### src/rtl/arbiter.sv
// ---------------------------------------------------------------------------
// arbiter
//   Round-robin arbiter in front of a shared resource. It grants at most one
//   of N requesters per cycle, and the grant is registered: req is sampled on
//   the rising clock edge and the grant appears in the following cycle.
//   The requester granted most recently drops to lowest priority for the next
//   arbitration. This gives starvation-free, fair access: any requester that
//   keeps req high is granted within N cycles.
//
// Parameters
//   N      number of requesters (N >= 2)
//
// Ports
//   clk    input   1   single clock, rising edge
//   rst_n  input   1   asynchronous active-low reset
//   req    input   N   request vector, bit i = requester i wants access
//   grant  output  N   registered one-hot (or all-zero) grant vector
// ---------------------------------------------------------------------------
module arbiter #(
    parameter int N = 4
) (
    input  logic         clk,
    input  logic         rst_n,
    input  logic [N-1:0] req,
    output logic [N-1:0] grant
);

    localparam int PW = (N > 1) ? $clog2(N) : 1;
    localparam int DW = $clog2(2 * N);

    // Lowest set bit of a 2N-wide vector. The scan runs downward, so the
    // lowest set bit is the last one written and is the one returned.
    function automatic logic [DW-1:0] lowest_set(input logic [2*N-1:0] v);
        logic [DW-1:0] idx;
        idx = {DW{1'b0}};
        for (int j = 2 * N - 1; j >= 0; j--) begin
            if (v[j]) begin
                idx = DW'(j);
            end else begin
                idx = idx;
            end
        end
        return idx;
    endfunction

    logic [PW-1:0]    ptr_r;        // index of the last granted requester
    logic [N-1:0]     grant_r;
    logic [2*N-1:0]   req_dbl_s;    // req duplicated so the search can wrap
    logic [2*N-1:0]   window_s;     // positions ptr+1 .. ptr+N of req_dbl_s
    logic [2*N-1:0]   cand_s;
    logic [DW-1:0]    dbl_idx_s;
    logic [PW-1:0]    win_idx_s;
    logic             win_vld_s;
    logic [N-1:0]     grant_nxt_s;

    assign req_dbl_s = {req, req};

    // Search window: bits strictly above ptr up to ptr+N. The last granted
    // index falls at ptr+N, which puts it last in the priority order.
    always_comb begin
        window_s = {(2*N){1'b0}};
        for (int j = 0; j < 2 * N; j++) begin
            if ((j > int'(ptr_r)) && (j <= int'(ptr_r) + N)) begin
                window_s[j] = 1'b1;
            end else begin
                window_s[j] = 1'b0;
            end
        end
    end

    assign cand_s = req_dbl_s & window_s;

    // Priority-encode the windowed candidates, then fold the doubled index back into 0..N-1.
    always_comb begin
        dbl_idx_s = lowest_set(cand_s);
        win_vld_s = |cand_s;
        if (int'(dbl_idx_s) >= N) begin
            win_idx_s = PW'(int'(dbl_idx_s) - N);
        end else begin
            win_idx_s = PW'(dbl_idx_s);
        end
    end

    // One-hot grant for the winner, or all-zero when nobody requests.
    always_comb begin
        grant_nxt_s = {N{1'b0}};
        if (win_vld_s) begin
            grant_nxt_s[win_idx_s] = 1'b1;
        end else begin
            grant_nxt_s = {N{1'b0}};
        end
    end

    // Grant and pointer registers. The pointer only moves when a grant is issued.
    always_ff @(posedge clk or negedge rst_n) begin
        if (!rst_n) begin
            grant_r <= {N{1'b0}};
            ptr_r   <= PW'(N - 1);
        end else begin
            grant_r <= grant_nxt_s;
            if (win_vld_s) begin
                ptr_r <= win_idx_s;
            end else begin
                ptr_r <= ptr_r;
            end
        end
    end

    assign grant = grant_r;

endmodule

### config.mk
export PLATFORM = sky130hd
export DESIGN_NAME = arbiter
export DESIGN_NICKNAME = d
export VERILOG_FILES = /design/src/rtl/arbiter.sv
export SDC_FILE = /design/constraint.sdc
export NUM_CORES = 1
export LEC_CHECK = 0
export BUFFER_PORTS_ARGS = -buffer_cell sky130_fd_sc_hd__buf_2
export CORE_AREA = 8 8 45 47
export DETAILED_ROUTE_END_ITERATION = 12
export DIE_AREA = 0 0 53 55
export HOLD_SLACK_MARGIN = 0.03
export PLACE_DENSITY = 0.39
export SETUP_SLACK_MARGIN = 0.1
export SKIP_CTS_REPAIR_TIMING = 1
export SLEW_MARGIN = 20
export SYNTH_ARGS = -nofsm -noshare
export SYNTH_HDL_FRONTEND = slang
export SYNTH_SLANG_ARGS = --single-unit
### constraint.sdc
create_clock -name clk -period 1.35 [get_ports clk]
set_input_delay 0.2025 -clock clk [delete_from_list [all_inputs] [get_ports clk]]
set_output_delay 0.2025 -clock clk [all_outputs]
set_load 0.02 [all_outputs]
==> metrics.md <==
| Metric | Value |
|---|---|
| Status | complete, no violations |
| Crit path kind | register to register |
| Via Count | 282 |
| Clk_skew | approximately 0.23 ps |
| Largest net degree at the start of global routing | 9 |
| Critical Path Sink Type | register |
| Synth Instances | 27 |
| Top cells by area, synth | dfrtp_1 34%, dfstp_2 18%, o221a_2 7.7%, a32o_1 6.9%, and2b_1 5.2% |
| Placement row count | 14 |
| Worst slew pin tran | between 200 and 300 ps |
| Post-DP HPWL | 625 microns |
| Nets | 48 |
| Via density | 5.04 |
| DP Worst Slack | between 200 and 250 ps |
| Final GP Congestion | 0.812 |
| Worst skew pair latency | around 240 ps |
| Total of max-cap violations | 0 |
| Yosys reg bits | 6 |
| N_diodes | 0 |
| CTS tree | yes |
| Wire per inst | approximately 14 microns |
| Share of post-route cells with drive strength above 1 | 0.400 |
| Slowest CP cell | dfstp_2 |
| DRC Markers | 0 |
| WL final | a little under 800 microns |
| Post-layout util | 0.281 |
| Synth Net Count | 33 |
| Syn_area_per_cell | approximately 11 sq um |
| Die ar. | 2920 sq um |
| Initial DRC Count | 8 |
| Clock Sinks | 6 |
| Final Hold Fails | 0 |
| WP data arrival | about 1300 ps |
| Worst Path Buf+Inv | 0 |
| Max VDD drop | 0.000417 V |
| Vias in the first global route | between 300 and 400 |
| Slowest stage delay, CP | around 550 ps |
| Post-synth top area cell | dfrtp_1 |
| Area grow syn2layout | 33.5% |
| Port Buffers | 9 |
| Area share of the largest cell type after synthesis | 0.343 |
| CTS buffer count | 3 |
| Max transition margin | 0.802 |
| Antenna violations before repair | 0 |
| Type of origin of the critical path | register |
| Die X | roughly 53 microns |
| Htree depth | 1 |
| Io pins | 10 |
| Clock root buffer | clkbuf_4 |
| Post-Syn Area | approximately 290 sq um |
| Final count of negative-setup-slack endpoints | 0 |
| Antenna viol nets, final | 0 |
| Chip height | 55 microns |
| Total track usage | 0.0615 |
| Lkg Pwr | ~0.18 nW |
| DR pass1 iterations | 4 |
| Core Footprint | 1380 sq um |
| Filler cells | ~150 |
| Tcrit/Tclk final | 0.858 |
| Synth cell types | 14 |
| Clock Tree Buf Depth | 2 |
| First-pass GRT wire length | about 1200 microns |
| Final instance area | 389 sq um |
| Fin. max-slew vios | 0 |
| Worst Slack Setup Final | between 150 and 200 ps |
| Worst min path class | primary input to register |
| Starting Density | 0.211 |
| Syn. warnings | 0 |
| Final min period | 1160 ps |
| Placed inst area | between 300 and 400 sq um |
| RSZ-0062 raised after global routing | no |
| Maximum fanout along the worst path | 5 |
| Clock transition at the registers of the reported paths | roughly 40 ps |
| Pwr/cell area | about 2000 nW/um^2 |
| Sequential area share after synthesis | 0.524 |
| Total gr overflow | 0 |
| Req. time, crit path | ~1500 ps |
| CP delay by family, top | flip-flops |
| Fmax | around 860 MHz |
| TNS Setup | 0 ps |
| Worst-path cell chain | and2b_1, o21ai_1, o311ai_1 |
[metal layers]
| metal | track usage | part of all wire | up-vias |
|---|---|---|---|
| li1 | - | - | 133 |
| met1 | 0.0539 | 0.42 | 135 |
| met2 | 0.0859 | 0.45 | 14 |
| met3 | 0.0428 | 0.13 | 0 |
| met4 | 0.0733 | 0 | 0 |
| met5 | 0 | 0 | - |
[cells by family (layout without fill, tap and decap cells)]
kind of cell,Yosys count,after routing,share of synthesized area
DFF,6,6,0.524
buffers and inverters,2,15,0.0258
AOI/OAI and AO/OA,13,13,0.330
and+or+nand+nor,6,6,0.120
[through the flow]
step	std cells	total power [mW]	hold slack, ps
CTS	55	0.790	-221
global placement	52	0.620	32.0
global route	56	0.842	221
finish	56	0.788	215
detailed placement	52	0.624	35.0
floorplan	27	0.520	-93.1
[state kept, by name (all words and copies together) (netlist names)]
name	flops
grant	4
ptr_r	2
[synthesized netlist by cell type, drive strengths merged]
library cell	n
dfstp	2
a32o	2
a21oi	2
o221a	2
o22ai	2
dfrtp	4
and2b	2
o21ai	3
nor2	2
o31ai	1
nor2b	2
o311ai	1
inv	2
[worst paths after layout]
kind / endpoint / cells past startpoint / startpoint / slack [ps]
worst max register to register: ptr_r[0]$_DFFE_PN1P_ / 3 / ptr_r[0]$_DFFE_PN1P_ / 190
worst max-delay path: ptr_r[0]$_DFFE_PN1P_ / 3 / ptr_r[0]$_DFFE_PN1P_ / 190
max in group asynchronous: ptr_r[1]$_DFFE_PN1P_ / 2 / rst_n / 820
worst min register to register: ptr_r[1]$_DFFE_PN1P_ / 2 / ptr_r[1]$_DFFE_PN1P_ / 560
min in group asynchronous: grant[2]$_DFF_PN0_ / 2 / rst_n / 310
worst min-delay path: ptr_r[0]$_DFFE_PN1P_ / 2 / req[2] / 220
[placed cells by master, fill, tap and decap left out]
cell type,count
nor2_1,2
o31ai_1,1
dfstp_2,2
inv_1,2
o22ai_1,2
a32o_1,2
o311ai_1,1
o21ai_1,2
buf_2,9
dlygate4sd3_1,1
nor2b_1,2
o221a_2,2
o21ai_0,1
dfrtp_1,4
and2b_1,2
a21oi_1,2
clkbuf_4,3
[worst register-to-register path, stage by stage (launching register included)]
cell and delay, ps:
dfstp_2 550, and2b_1 210, o21ai_1 170, o311ai_1 140
[layout make-up]
cell class	instances	area, sq um	area share
Sequential cell	6	153	0.392
Multi-Input combinational cell	19	131	0.338
Timing Repair Buffer	10	55.1	0.141
Clock buffer	3	22.5	0.0579
Tap cell	16	20.0	0.0514
Inverter	2	7.51	0.0193
[report_power, final]
group / leakage (nW) / internal (mW) / switching, mW
clock: 0.0138 / 0.100 / 0.0606
sequential: 0.0730 / 0.273 / 0.0581
combinational: 0.0964 / 0.125 / 0.171
total: 0.183 / 0.499 / 0.290
(Power assumes the default switching activity.)
